[src/rtl/uart_tx_arbiter_pkg.sv]
// Shared types and constants for the UART TX write-port arbiter.
package uart_tx_arbiter_pkg;

    typedef enum logic [1:0] {
        ST_IDLE = 2'd0,
        ST_HDR  = 2'd1,
        ST_DATA = 2'd2
    } arb_state_e;

    localparam logic [7:0] HDR_BASE_DEFAULT = 8'hA0;

    // Bit width needed to hold values 0..v-1, never less than one bit.
    function automatic int idx_width(input int v);
        return (v > 1) ? $clog2(v) : 1;
    endfunction

endpackage

[src/rtl/uart_tx_arbiter_rr_pick.sv]
// Combinational round-robin picker: first set request at or above i_ptr, with wrap-around.
module uart_tx_arbiter_rr_pick
    import uart_tx_arbiter_pkg::*;
#(
    parameter int N  = 4,
    parameter int PW = idx_width(N)
) (
    input  logic [N-1:0]  i_req,
    input  logic [PW-1:0] i_ptr,
    output logic [N-1:0]  o_pick,
    output logic [PW-1:0] o_idx,
    output logic          o_any
);

    localparam logic [PW:0] NUM_W = (PW+1)'(N);

    logic [PW:0]   w_sum;
    logic [PW:0]   w_cand;
    logic          w_hit;

    // Scan offsets from farthest to nearest so the nearest hit wins.
    always_comb begin
        o_pick = '0;
        o_idx  = '0;
        o_any  = 1'b0;
        w_sum  = '0;
        w_cand = '0;
        w_hit  = 1'b0;
        for (int k = N - 1; k >= 0; k--) begin
            w_sum  = {1'b0, i_ptr} + (PW+1)'(k);
            w_cand = (w_sum >= NUM_W) ? (w_sum - NUM_W) : w_sum;
            w_hit  = i_req[w_cand[PW-1:0]];
            o_pick = w_hit ? (N'(1'b1) << w_cand[PW-1:0]) : o_pick;
            o_idx  = w_hit ? w_cand[PW-1:0] : o_idx;
            o_any  = o_any | w_hit;
        end
    end

endmodule

[src/rtl/uart_tx_arbiter.sv]
// Round-robin arbiter sharing the UART TX FIFO write port between byte-stream requesters,
// holding each grant for a whole burst and optionally prefixing a channel-ID header byte.
module uart_tx_arbiter
    import uart_tx_arbiter_pkg::*;
#(
    parameter int         NUM_REQ   = 4,
    parameter int         DATA_BITS = 8,
    parameter int         MAX_BURST = 16,
    parameter bit         HDR_EN    = 1'b1,
    parameter logic [7:0] HDR_BASE  = HDR_BASE_DEFAULT
) (
    input  logic                           clk,
    input  logic                           rst_n,
    input  logic [NUM_REQ-1:0]             req_valid,
    input  logic [NUM_REQ*DATA_BITS-1:0]   req_data,
    input  logic [NUM_REQ-1:0]             req_last,
    output logic [NUM_REQ-1:0]             req_ready,
    input  logic                           tx_fifo_full,
    output logic                           tx_fifo_wr_en,
    output logic [DATA_BITS-1:0]           tx_fifo_din,
    output logic [NUM_REQ-1:0]             grant,
    output logic                           busy,
    output logic                           burst_cut
);

    localparam int             PW       = idx_width(NUM_REQ);
    localparam int             CW       = idx_width(MAX_BURST);
    localparam logic [CW-1:0]  LAST_CNT = CW'(MAX_BURST - 1);
    localparam logic [PW-1:0]  LAST_IDX = PW'(NUM_REQ - 1);

    arb_state_e           r_state;
    arb_state_e           w_state_nxt;
    logic [NUM_REQ-1:0]   r_grant;
    logic [PW-1:0]        r_ptr;
    logic [PW-1:0]        r_idx;
    logic [CW-1:0]        r_count;
    logic                 r_burst_cut;

    logic [NUM_REQ-1:0]   w_pick;
    logic [PW-1:0]        w_pick_idx;
    logic                 w_any;
    logic                 w_sel_valid;
    logic                 w_sel_last;
    logic [DATA_BITS-1:0] w_sel_data;
    logic [DATA_BITS-1:0] w_hdr_byte;
    logic                 w_xfer;
    logic                 w_end;

    uart_tx_arbiter_rr_pick #(
        .N  (NUM_REQ),
        .PW (PW)
    ) u_rr_pick (
        .i_req  (req_valid),
        .i_ptr  (r_ptr),
        .o_pick (w_pick),
        .o_idx  (w_pick_idx),
        .o_any  (w_any)
    );

    assign w_sel_valid = req_valid[r_idx];
    assign w_sel_last  = req_last[r_idx];
    assign w_sel_data  = req_data[r_idx*DATA_BITS +: DATA_BITS];
    assign w_hdr_byte  = DATA_BITS'(HDR_BASE) | DATA_BITS'(r_idx);
    assign w_xfer      = (r_state == ST_DATA) & w_sel_valid & ~tx_fifo_full;
    // Header bytes never reach w_xfer, so they are not counted against MAX_BURST.
    assign w_end       = w_xfer & (w_sel_last | (r_count == LAST_CNT));

    // FSM state register.
    always_ff @(posedge clk or negedge rst_n) begin
        if (!rst_n) begin
            r_state <= ST_IDLE;
        end else begin
            r_state <= w_state_nxt;
        end
    end

    // FSM next-state logic.
    always_comb begin
        w_state_nxt = r_state;
        case (r_state)
            ST_IDLE: w_state_nxt = w_any ? (HDR_EN ? ST_HDR : ST_DATA) : ST_IDLE;
            ST_HDR:  w_state_nxt = tx_fifo_full ? ST_HDR : ST_DATA;
            ST_DATA: w_state_nxt = w_end ? ST_IDLE : ST_DATA;
            default: w_state_nxt = ST_IDLE;
        endcase
    end

    // Grant, pointer, beat counter and cut-pulse registers.
    always_ff @(posedge clk or negedge rst_n) begin
        if (!rst_n) begin
            r_grant     <= '0;
            r_idx       <= '0;
            r_ptr       <= '0;
            r_count     <= '0;
            r_burst_cut <= 1'b0;
        end else begin
            r_burst_cut <= w_end & ~w_sel_last;
            case (r_state)
                ST_IDLE: begin
                    if (w_any) begin
                        r_grant <= w_pick;
                        r_idx   <= w_pick_idx;
                        r_count <= '0;
                    end
                end
                ST_DATA: begin
                    if (w_xfer) begin
                        r_count <= r_count + CW'(1);
                    end
                    if (w_end) begin
                        r_grant <= '0;
                        r_ptr   <= (r_idx == LAST_IDX) ? '0 : (r_idx + PW'(1));
                    end
                end
                default: begin
                end
            endcase
        end
    end

    // FSM outputs: FIFO write strobe/data and per-requester ready.
    always_comb begin
        req_ready     = '0;
        tx_fifo_wr_en = 1'b0;
        tx_fifo_din   = '0;
        case (r_state)
            ST_HDR: begin
                tx_fifo_wr_en = ~tx_fifo_full;
                tx_fifo_din   = w_hdr_byte;
            end
            ST_DATA: begin
                req_ready[r_idx] = ~tx_fifo_full;
                tx_fifo_wr_en    = w_sel_valid & ~tx_fifo_full;
                tx_fifo_din      = w_sel_data;
            end
            default: begin
                req_ready     = '0;
                tx_fifo_wr_en = 1'b0;
                tx_fifo_din   = '0;
            end
        endcase
    end

    assign grant     = r_grant;
    assign busy      = (r_state != ST_IDLE);
    assign burst_cut = r_burst_cut;

endmodule

[config.mk]
export PLATFORM = sky130hd
export DESIGN_NAME = uart_tx_arbiter
export DESIGN_NICKNAME = d
export VERILOG_FILES = /design/src/rtl/uart_tx_arbiter_pkg.sv /design/src/rtl/uart_tx_arbiter_rr_pick.sv /design/src/rtl/uart_tx_arbiter.sv
export SDC_FILE = /design/constraint.sdc
export NUM_CORES = 1
export LEC_CHECK = 0
export CAP_MARGIN = 20
export CORE_MARGIN = 4
export CORE_UTILIZATION = 50
export CTS_BUF_LIST = sky130_fd_sc_hd__clkbuf_4 sky130_fd_sc_hd__clkbuf_8
export DETAILED_ROUTE_END_ITERATION = 8
export PLACE_DENSITY = 0.95
export SKIP_LAST_GASP = 1
export SYNTH_ARGS = -nofsm -noshare
export SYNTH_HDL_FRONTEND = slang
export SYNTH_HIERARCHICAL = 1
export SYNTH_SLANG_ARGS = --single-unit
[constraint.sdc]
create_clock -name clk -period 5.3 [get_ports clk]
set_input_delay 1.06 -clock clk [delete_from_list [all_inputs] [get_ports clk]]
set_output_delay 1.06 -clock clk [all_outputs]
set_load 0.005 [all_outputs]
==> results of run 1 <==
kinds of logic (layout without fill, tap and decap cells):
group,Yosys count,in the layout,synth area share
adders and majority gates,17,17,0.117
muxes,25,25,0.228
and+or+nand+nor,69,69,0.221
buffers and inverters,21,78,0.0587
AOI/OAI and AO/OA,43,43,0.168
DFF,15,15,0.207
stage by stage:
step / hold slack (ns) / area (um2)
finish: 0.578 / 2450
global route: 0.603 / 2450
CTS: 0.581 / 2450
detailed placement: 0.565 / 2430
global placement: 0.555 / 2430
floorplan: 0.534 / 1810
cell type report:
class / instances / area [um2] / share of cell area
Clock buffer: 3 / 22.5 / 0.00918
Clock inverter: 1 / 5.00 / 0.00204
Multi-Input combinational cell: 154 / 1330 / 0.542
Timing Repair Buffer: 62 / 618 / 0.252
Tap cell: 46 / 57.6 / 0.0235
Sequential cell: 15 / 375 / 0.153
Inverter: 12 / 45.0 / 0.0184
registers in the layout, summed over array words and instances (netlist names):
name	count
grant	4
r_count	4
r_idx	2
r_ptr	2
r_state	2
burst_cut	1
routing by layer:
layer  routed length (um)  share of wire
met1                 2020           0.43
met5                    0              0
met3                  287          0.060
met4                   24         0.0051
met2                 2410           0.51
power by group:
group / switching (mW) / internal (mW)
Clock: 0.0407 / 0.0281
Combinational: 0.363 / 0.410
Sequential: 0.0958 / 0.150
Total: 0.499 / 0.588
path summary, 6_finish.rpt:
| kind | endpoint | cells after the start |
|---|---|---|
| setup reg to reg | grant[1] | 8 |
| max in group asynchronous | r_idx[1] | 1 |
| hold / removal | grant[0] | 2 |
| hold reg to reg | grant[0] | 2 |
| setup / recovery | tx_fifo_wr_en | 5 |
| min in group asynchronous | grant[1] | 1 |
worst min-delay path: cells and delay by family, from the launching register on:
kind | cells | cell delay (ns)
AOI/OAI and AO/OA | 1 | 0.05
buffers and inverters | 1 | 0.08
DFF | 1 | 0.42
cell usage in the layout (no fill, tap or decap), types with 4 or more instances in the layout:
master | netlist | final
nor2b_1 | 6 | 6
o21ai_0 | 4 | 4
inv_1 | 12 | 12
a22o_1 | 4 | 4
clkdlybuf4s50_1 | 0 | 61
and3_1 | 5 | 5
a22oi_1 | 8 | 8
dfrtp_1 | 15 | 15
mux2i_1 | 5 | 5
and2_1 | 7 | 7
nand3_1 | 4 | 4
mux2_2 | 5 | 5
mux4_2 | 10 | 10
nand4_1 | 4 | 4
o21ai_2 | 4 | 4
a31oi_1 | 4 | 4
a21oi_1 | 8 | 8
ha_1 | 17 | 17
nand2_1 | 8 | 8
nor2_1 | 16 | 16
==> reports/results.txt, run 1 <==
Final total power: 1.09 mW. The kind of cell adding the most delay to the critical path was buffers and inverters. The first global-routing pass estimated 7.49 mm of wire.

The share of synthesized registers carrying an async set or reset works out to 1.00. The run gives 4 as the first-pass iteration count of the detailed router. The total of buffers placed on input and output ports is 61, and the setup violation total in the final timing report is 0.

Synthesis produced a netlist whose cell count is 190. The number of global-route vias before repair was 1610; the shortest period the worst path allows was 4.02 ns. Traced cell by cell, the critical path runs through clkdlybuf4s50_1, mux4_2, nand2_2, a21boi_0, clkdlybuf4s50_1. The number of antenna violations at the first check in global routing was 0; the DRC violations left was 0.

CTS sink count: 15. STA classifies the critical path endpoint as an output pin. The number of maximum-capacitance violations was 0; the slack of the worst reg-to-reg path was 2.42 ns. The tools report the worst slack after detailed placement as 1.30 ns. The tools report the core utilization of the finished layout as 0.718.

The met3 layer usage reported by global route was 0.0476. The top-area cell type share of the netlist area works out to 0.207. The number of levels the H-tree was split into was 1; the data arrival time of the critical path was 2.96 ns. The fraction of the yosys area taken by sequential cells is 0.207, and the number of enable flip-flop cells after synthesis is 0. The number of gates resized after CTS was 0. At the end of the flow, the number of nets in the layout was 308. In this run the worst hold path is classified as flop to flop. The total setup buffers inserted after CTS was 0; the total congestion overflow after global routing was 0. The run finished with clean final reports. Launch instance of the worst register-to-register path: r_ptr[0].

The mean number of vias per cell works out to 5.83. The number of placed cells counting well taps is 289. The clock reaches the later pin of the worst-skew pair after 0.29 ns.

The source of the critical timing path is req_valid[1]. For the number of pins with negative max-slew slack in the final report, the log shows 0. Routability-driven placement finished with a final weighted congestion of 0.865. Final count of hold timing violations: 0. The number of synthesized register bits was 15.

On the worst path, the slowest cell contributes a delay of 0.66 ns. The max-slew headroom at the worst pin was 0.514; the pin count of the biggest net entering global routing was 23. The ratio of final minimum period to clock period was 0.759. 62 I/O pins were placed. The number of cells in the finished layout apart from fillers is 293, and the actual slew at the worst max-slew pin is 0.728 ns. Setup repair after global routing left no endpoint under its margin.

The run gives 0.530 as the starting density of the core. The floorplan step defined a die boundary enclosing 0.00465 mm2. For the summed instance area of the synthesized netlist, the log shows 0.00181 mm2. Clock-pin slew was measured on the worst setup and hold paths at 0.10 ns. Across the routed clock network, the largest skew measured is 0.00918 ns.

The count of nets left with antenna violations after detail routing is 0, and the detailed placer's ending HPWL is 3.73 mm. The total of hold buffers inserted after clock tree synthesis was 0; the total wirelength of the detailed-routed design was 4.75 mm. On the critical path, the stage with the largest delay is an instance of clkdlybuf4s50_1. In this run the deepest clock path goes through 2 buffers. For the detailed router's first-iteration violation count, the log shows 129.

In this run the mean area of a mapped cell was 9.54 um2. The cell sitting at the root of the clock tree is a clkbuf_4. Counting the buffers created by CTS gives 3.

The busiest layer in global routing is met2. The ratio of total power to cell area is 443 mW/mm2, and the maximum ir drop on the vdd rail is 0.339 mV. The vertical extent of the die is 68.2 um.

After synthesis, the most frequently instantiated cells are ha_1 (17), nor2_1 (16), dfrtp_1 (15), inv_1 (12), mux4_2 (10). The warning count from the yosys run is 6. Startpoint-to-endpoint class of the critical path: input pin to output pin. Yosys attributes the largest share of cell area to dfrtp_1 (21%), mux4_2 (12%), ha_1 (12%). For the row count, the log shows 21. The biggest area contributor in the post-synthesis netlist is dfrtp_1. The number of library cell types mapped by synthesis is 48, and the sum of negative setup slack is 0 ns. The logs give 0.213 for the total global routing track utilization and 249 MHz for the maximum achievable frequency. The fraction of final layout cells with drive strength greater than 1 came out at 0.146. After filler insertion, the fill cell instance count of the layout stands at 246.

The run gives 1.28 ns as the final setup slack of the worst path. The number of antenna diodes in the final layout is 0. Cell occurring most often along the worst timing path: clkdlybuf4s50_1. Core box area: 0.00342 mm2. From synthesis to final layout, the design area changed by 35.4%. After detailed routing, the average wire length per cell comes to 16.2 um. When the netlist entered floorplanning its net count stood at 250.

Dominant synthesized flop cell: dfrtp_1. The highest fanout seen on the critical path came out at 10. In the post-synthesis netlist, the cell with the most instances is ha_1.

The analysis attributes to cell leakage a power of 1.04 nW. TritonCTS built the clock tree. The tools report the kind of start point of the critical path as an input pin.

The worst hold path begins at grant[0]. The global-route met1 utilization was 0.291; the required time of the worst setup path was 4.24 ns. The met2 global-route usage was 0.354. The tools report the total number of vias as 1708.

From left edge to right edge, the die measures 68.2 um. The critical path buffer and inverter count is 2.
Note: power is estimated with default switching activity, not from simulation.
==> run 2, diff against run 1 <==
- CORE_UTILIZATION: 50 -> 43
- PLACE_DENSITY: 0.95 -> 0.9
- clock period: 5.3 -> 3.41 ns (I/O delays scaled with it)
==> run 2 against run 1 <==
Compared with the run above: clock-buffer cell count is 1 higher; register-to-register slack worse by 1.3 ns; first-iteration DRC count is 12% lower; wire length is 7.2% higher; largest power group unchanged; cell area is 4.0% higher; global-route usage is 0.89 points lower; cell count is 4.1% higher; total power is 65% higher; clock skew is 0.0083 ns lower; worst hold slack worse by 0.0036 ns.
==> reports/results.txt, run 2 (synthesized netlist as in run 1, its figures left out) <==
The run finished with clean final reports. Number of ports placed on the die boundary: 62 (unchanged). The highest fanout seen on the critical path came out at 9 (was 10).

The number of resized instances in the post-cts repair step is 0 (unchanged). The final net count came out at 316 (was 308). The total non-filler cell area in the finished layout is 0.00255 mm2 (was 0.00245 mm2), and the maximum achievable frequency is 313 MHz. The tools report the kind of start point of the critical path as an input pin (unchanged). The clock tree root driver cell is clkbuf_8 (was clkbuf_4).

Total of buffers placed on input and output ports: 61 (unchanged). The run gives 0.25 ns (was 0.29 ns) as the source-to-sink clock delay at the later pin of the worst-skew pair. TritonCTS built the clock tree.

The busiest layer in global routing is met2 (unchanged). Most frequent standard cell in the layout excluding fill and tap cells: clkdlybuf4s50_1 (unchanged). The run gives 301 (was 289) as the number of placed cells counting well taps. The number of pins with negative max-slew slack in the final report is 0 (unchanged). The first-pass iteration count of the detailed router came out at 4 (unchanged). The row count was 23 (was 21).

Class of the tightest hold or removal check: flop to flop (unchanged). Tightest hold margin: 0.575 ns (was 0.578 ns). The max-slew headroom at the worst pin is 0.548 (was 0.514), and the area of the die is 0.00532 mm2 (was 0.00465 mm2). The logs give 2.51 ns (was 2.96 ns) for the data arrival time of the critical path and 8.43 mm (was 7.49 mm) for the first-pass GRT wire length. The met3 layer usage reported by global route came out at 0.0331 (was 0.0476).

The mean number of vias per cell was 5.78 (was 5.83). The core utilization of the finished layout came out at 0.634 (was 0.718). Vertical extent of the die: 72.9 um (was 68.2 um).

The detailed router's first-iteration violation count was 114 (was 129); the number of antenna violations at the first check in global routing was 0 (unchanged). The actual slew at the worst max-slew pin is 0.676 ns (was 0.728 ns), and the number of global-route vias before repair is 1810 (was 1610). Maximum ir drop on the vdd rail: 0.311 mV (was 0.339 mV).

The ratio of total power to cell area is 703 mW/mm2 (was 443 mW/mm2), and the area of combinational cells with multiple inputs is 0.00133 mm2 (unchanged). The logs give 1 (unchanged) for the number of levels the H-tree was split into and 0 (unchanged) for the setup violation total in the final timing report. The run gives 2.73 ns (was 4.24 ns) as the required time of the worst setup path.

The width of the die was 72.9 um (was 68.2 um); the TritonCTS buffer count was 3 (unchanged). The total global routing track utilization is 0.204 (was 0.213). The worst slack after detailed placement is 0.222 ns (was 1.30 ns), and the CTS sink count is 15 (unchanged). The sum of negative setup slack is 0 ns (unchanged). The startpoint-to-endpoint class of the critical path was input pin to output pin (unchanged). The fraction of final layout cells with drive strength greater than 1 is 0.173 (was 0.146), and the area added between synthesis and finish is 40.9% (was 35.4%).

The count of filler cells inserted in the layout is 323 (was 246). The run gives 0 (unchanged) as the DRC violations left. The number of cells in the finished layout apart from fillers came out at 305 (was 293). The ratio of final minimum period to clock period is 0.937.

The logs give 0.450 (was 0.530) for the starting density of the core and 0.000887 ns (was 0.00918 ns) for the clock skew. The tools report the maximum buffer depth of the clock tree as 2 (unchanged). The tools report the routability congestion estimate from global placement as 0.876 (was 0.865). The smallest clock period supported by the final layout is computed as 3.19 ns. The average wire per standard cell came out at 16.7 um (was 16.2 um). For the final total power, the log shows 1.79 mW (was 1.09 mW). For the core box area, the log shows 0.00403 mm2 (was 0.00342 mm2).

The run gives 4.23 mm (was 3.73 mm) as the detailed placer's ending HPWL. For the final setup slack of the worst path, the log shows 0.216 ns (was 1.28 ns). The tools report the leakage power total as 1.09 nW (was 1.04 nW). The total setup buffers inserted after CTS is 0 (unchanged), and the flip-flop and latch area is 375 um2 (unchanged). The logs give 0.350 (was 0.354) for the met2 global-route usage and 0 (unchanged) for the total congestion overflow after global routing. Most frequent cells in the layout: clkdlybuf4s50_1 (61), ha_1 (17), nor2_1 (16), dfrtp_1 (15), inv_1 (12) (unchanged).

For the total number of vias, the log shows 1763 (was 1708). The run gives 0 (unchanged) as the count of nets left with antenna violations after detail routing. The final count of hold timing violations is 0 (unchanged).

Setup repair after global routing left no endpoint under its margin. The tools report the placed standard-cell area as 0.00250 mm2 (was 0.00243 mm2). Category of the worst setup path capture point: an output pin (unchanged). Post-CTS clock slew at the launch and capture registers of the worst setup and hold paths: 0.06 ns (was 0.10 ns). The number of maximum-capacitance violations is 0 (unchanged). Pin count of the biggest net entering global routing: 17 (was 23).

The logs give 0.256 (was 0.291) for the global-route met1 utilization and 0 (unchanged) for the antenna cell count. The run gives 0 (unchanged) as the total of hold buffers inserted after clock tree synthesis. For the total wirelength of the detailed-routed design, the log shows 5.09 mm (was 4.75 mm).
[run 2: cell count changes in the layout (fill, tap and decap cells not counted), sizes merged]
cell / previous run / this run
clkbuf: 3 / 4
clkinv: 1 / 0
buf: 1 / 9
[run 2: area by class of cell]
type,count,area share
multi-input cells,154,0.521
repair buffers,70,0.271
flip-flops and latches,15,0.147
well taps,50,0.0245
clock buffers,4,0.0191
inverters,12,0.0176
[run 2: worst max-delay path: stages]
cell	delay (ns)
clkdlybuf4s50_1	0.52
mux4_2	0.58
nand2_2	0.16
a21boi_0	0.10
clkdlybuf4s50_1	0.47
[run 2: path summary, 6_finish.rpt]
path / depth (start not counted) / slack (ns) / start / endpoint
max: 5 / 0.22 / req_valid[2] / tx_fifo_wr_en
min: 2 / 0.57 / grant[3] / grant[3]
max reg2reg: 8 / 1.07 / r_ptr[1] / grant[1]
min reg2reg: 2 / 0.57 / grant[3] / grant[3]
max in group asynchronous: 1 / 2.13 / rst_n / r_idx[0]
min in group asynchronous: 1 / 0.85 / rst_n / burst_cut
[run 2: power breakdown]
part / switching (mW) / leakage (nW) / internal [mW] / total [mW]
Combinational: 0.634 / 0.869 / 0.684 / 1.32
Clock: 0.0604 / 0.0262 / 0.0907 / 0.151
Sequential: 0.0902 / 0.196 / 0.235 / 0.325
Total: 0.785 / 1.09 / 1.01 / 1.79
[run 2: layer usage]
layer  wire length (um)  vias up  part of all wire
li1                   -      838                 -
met1               2060      836              0.41
met3                256       17             0.050
met2               2630       72              0.52
met5                  0        -                 0
met4                142        0             0.028
==> run 3, diff against run 2 <==
- ABC_AREA: default -> 1
- CORE_UTILIZATION: 43 -> 42
- SLEW_MARGIN: default -> 20
==> run 3 against run 2 <==
Compared with the run above: clock skew increased by 0.0044 ns; critical path depth increased by 3; critical path type unchanged; cell count increased by 24%; worst hold slack got worse by 0.10 ns; sequential share of layout area increased by 0.84 points; wire length decreased by 10%; non-clock buffer count decreased by 6; global-route usage decreased by 2.3 points; register-to-register slack got worse by 0.08 ns; sequential power decreased by 6%.
==> reports/results.txt, run 3 <==
The run finished with clean final reports. The width of the die came out at 71.9 um (was 72.9 um). The logs give 26 (was 17) for the pin count of the biggest net entering global routing and 0.00237 mm2 (was 0.00250 mm2) for the placed standard-cell area. The post-CTS clock slew at the launch and capture registers of the worst setup and hold paths came out at 0.05 ns (was 0.06 ns).

The detailed router's first-iteration violation count came out at 56 (was 114). The starting density of the core was 0.452 (was 0.450); the leakage power total was 1.14 nW (was 1.09 nW). For the CTS sink count, the log shows 15 (unchanged).

The shortest period the worst path allows is 2.88 ns (was 3.19 ns). The tools report the clock tree root driver cell as clkbuf_8 (unchanged). For the core box area, the log shows 0.00380 mm2 (was 0.00403 mm2). For the fraction of the yosys area taken by sequential cells, the log shows 0.219 (was 0.207). Most frequent cells in the layout: nand2_1 (69), clkdlybuf4s50_1 (61), nor2_1 (44), inv_1 (24), o21ai_0 (20) (was clkdlybuf4s50_1 (61), ha_1 (17), nor2_1 (16), dfrtp_1 (15), inv_1 (12)). The maximum achievable frequency is 347 MHz (was 313 MHz), and the actual slew at the worst max-slew pin is 0.669 ns (was 0.676 ns). The tools report the combinational power share as 0.765 (was 0.735). The ratio of final minimum period to clock period is 0.844 (was 0.937).

Startpoint-to-endpoint class of the critical path: input pin to output pin (unchanged). The class of the tightest hold or removal check is flop to flop (unchanged). The first-pass iteration count of the detailed router is 5 (was 4), and the final net count is 391 (was 316).

The logs give 0.00517 mm2 (was 0.00532 mm2) for the area of the die and 0.25 ns (about the same) for the source-to-sink clock delay at the later pin of the worst-skew pair. The number of ports placed on the die boundary is 62 (unchanged), and the number of library cell types mapped by synthesis is 30 (was 48). The run gives 0 (unchanged) as the DRC violations left. The required time of the worst setup path is 2.73 ns (about the same). The most frequent standard cell in the layout excluding fill and tap cells was nand2_1 (was clkdlybuf4s50_1).

The tools report the sequential fraction of design power as 0.158 (was 0.181). The kind of cell adding the most delay to the critical path was buffers and inverters (unchanged). Cell at the slowest stage of the critical path: clkdlybuf4s50_1 (was mux4_2). The dominant synthesized flop cell was dfrtp_1 (unchanged). The summed instance area of the synthesized netlist was 0.00172 mm2 (was 0.00181 mm2).

The sum of negative setup slack is 0 ns (unchanged). For the data arrival time of the critical path, the log shows 2.20 ns (was 2.51 ns). The tools report the share of total power in the clock network as 0.077 (was 0.084). The count of nets left with antenna violations after detail routing was 0 (unchanged). The fraction of final layout cells with drive strength greater than 1 is 0.103 (was 0.173), and the total of hold buffers inserted after clock tree synthesis is 0 (unchanged).

Detailed-routed wire length on met2: 2.45 mm (was 2.63 mm). The logs give 22 (was 23) for the row count and 0.181 (was 0.204) for the total global routing track utilization. The net switching power came out at 1.02 mW (was 0.785 mW). The tools report the count of filler cells inserted in the layout as 338 (was 323). The top-area cell type share of the netlist area is 0.219 (was 0.207). The run gives 329 (was 250) as the number of nets produced by synthesis. The count of mapped cells out of synthesis was 269 (was 190).

The run gives 0.823 (was 0.876) as the routability congestion estimate from global placement. The number of resized instances in the post-cts repair step is 0 (unchanged). The highest fanout seen on the critical path was 2 (was 9); the cell-internal power was 0.922 mW (was 1.01 mW). For the total number of vias, the log shows 1915 (was 1763).

Dominant cells by area after synthesis: dfrtp_1 (22%), nand2_1 (15%), ha_1 (12%) (was dfrtp_1 (21%), mux4_2 (12%), ha_1 (12%)). The clock skew is 0.00528 ns (was 0.000887 ns), and the first-pass GRT wire length is 7.74 mm (was 8.43 mm). The area added between synthesis and finish works out to 40.8% (was 40.9%). The number of pins with negative max-slew slack in the final report was 0 (unchanged). The highest routing layer actually used is met4 (unchanged). The share of synthesized registers carrying an async set or reset was 1.00 (unchanged); the total setup buffers inserted after CTS was 0 (unchanged). Setup repair after global routing left no endpoint under its margin. The most frequently used cell type in the post-synthesis netlist was nand2_1 (was ha_1).

The average footprint of a synthesized cell was 6.38 um2 (was 9.54 um2); the met3 layer wire length in the routed design was 189 um (was 256 um). Cells traversed along the worst timing path: clkdlybuf4s50_1, nor2_1, nor2_1, nand2_1, nand2_2, nand2_2, a21oi_1, clkdlybuf4s50_1 (was clkdlybuf4s50_1, mux4_2, nand2_2, a21boi_0, clkdlybuf4s50_1). The total congestion overflow after global routing is 0 (unchanged), and the TritonCTS buffer count is 3 (unchanged). The ratio of total power to cell area was 804 mW/mm2 (was 703 mW/mm2). Commonest cells in the synthesized netlist: nand2_1 (69), nor2_1 (44), inv_1 (24), o21ai_0 (20), nand3_1 (19) (was ha_1 (17), nor2_1 (16), dfrtp_1 (15), inv_1 (12), mux4_2 (10)).

The run gives 1.86 mm (was 2.06 mm) as the met1 wire length. The dominant cell type by area after synthesis was dfrtp_1 (unchanged). Antenna cell count: 0 (unchanged). Number of levels the H-tree was split into: 1 (unchanged).

The total wirelength of the detailed-routed design was 4.58 mm (was 5.09 mm); the average wire per standard cell was 12.1 um (was 16.7 um). The setup violation total in the final timing report was 0 (unchanged); the number of antenna violations at the first check in global routing was 0 (unchanged). The number of global-route vias before repair is 1756 (was 1810), and the vertical extent of the die is 71.9 um (was 72.9 um). The number of maximum-capacitance violations is 0 (unchanged). The max-slew headroom at the worst pin was 0.553 (was 0.548).

The tools report the category of the worst setup path capture point as an output pin (unchanged). TritonCTS built the clock tree. For the warning count from the yosys run, the log shows 6 (unchanged). The total of buffers placed on input and output ports is 61 (unchanged), and the final count of hold timing violations is 0 (unchanged).

Detailed placer's ending HPWL: 3.65 mm (was 4.23 mm). Kind of start point of the critical path: an input pin (unchanged). The total non-filler cell area in the finished layout is 0.00241 mm2 (was 0.00255 mm2), and the maximum cell stage delay along the critical path is 0.52 ns (was 0.58 ns). Critical path buffer and inverter count: 2 (unchanged). The run gives 0.473 ns (was 0.575 ns) as the tightest hold margin.

Number of enable flip-flop cells after synthesis: 0 (unchanged). The maximum ir drop on the vdd rail is 0.506 mV (was 0.311 mV), and the maximum buffer depth of the clock tree is 2 (unchanged). The number of synthesized register bits came out at 15 (unchanged). The mean number of vias per cell is 5.07 (was 5.78), and the net switching share of the total power is 0.525 (was 0.437).
run 3: cell types whose count changed after synthesis, moves of 10 or more:
cell     before  now
inv_1        12   24
mux4_2       10    0
nand2_1       8   69
nand3_1       4   19
nor2_1       16   44
o21ai_0       4   20
run 3: power groups by stage:
| stage | Clock, mW | Sequential [mW] | Combinational (mW) |
|---|---|---|---|
| after floorplan | 0 | 0.310 | 1.07 |
| after global placement | 0 | 0.307 | 1.45 |
| after detailed placement | 0 | 0.310 | 1.48 |
| after CTS | 0.150 | 0.307 | 1.49 |
| after global routing | 0.157 | 0.319 | 1.68 |
| final | 0.150 | 0.307 | 1.48 |
run 3: layout make-up:
| type | count | area (um2) | share of cell area |
|---|---|---|---|
| repair buffers | 64 | 633 | 0.262 |
| clock buffers | 4 | 48.8 | 0.0202 |
| flip-flops and latches | 15 | 375 | 0.155 |
| well taps | 48 | 60.1 | 0.0249 |
| multi-input cells | 219 | 1180 | 0.491 |
| inverters | 28 | 113 | 0.0466 |
run 3: logic make-up (layout without fill, tap and decap cells):
kind of cell,Yosys count,in the layout,share of synthesized area
simple gates,156,156,0.412
fa+ha+maj,17,17,0.124
flops,15,15,0.219
xor+xnor,1,1,0.00511
compound gates,45,45,0.150
buf+inv,35,96,0.0905
run 3: final timing paths:
path,from,depth (start not counted),end,slack (ns)
setup / recovery,req_valid[0],8,tx_fifo_wr_en,0.53
hold / removal,grant[0],2,grant[0],0.47
setup reg to reg,r_ptr[0],11,grant[3],0.99
hold reg to reg,grant[0],2,grant[0],0.47
max in group asynchronous,rst_n,1,r_count[1],2.14
min in group asynchronous,rst_n,1,r_ptr[1],0.84
run 3: worst min-delay path, delay by kind of cell, from the launching register on:
| kind | cells | cell delay, ns |
|---|---|---|
| and+or+nand+nor | 2 | 0.11 |
| DFF | 1 | 0.34 |
run 3: metal layers:
metal	vias to the layer above	GRT usage
met4	0	0.0605
met3	9	0.0125
li1	980	-
met1	869	0.214
met5	-	0
met2	57	0.343
run 3: per-stage QoR:
step	total power, mW	worst slack [ns]	utilization	std cells
2_1_floorplan	1.38	1.38	-	269
3_3_place_gp	1.76	0.560	0.623	374
3_5_place_dp	1.79	0.534	0.623	374
4_1_cts	1.95	0.530	0.636	378
5_1_grt	2.15	0.437	0.636	378
6_report	1.94	0.531	0.636	378
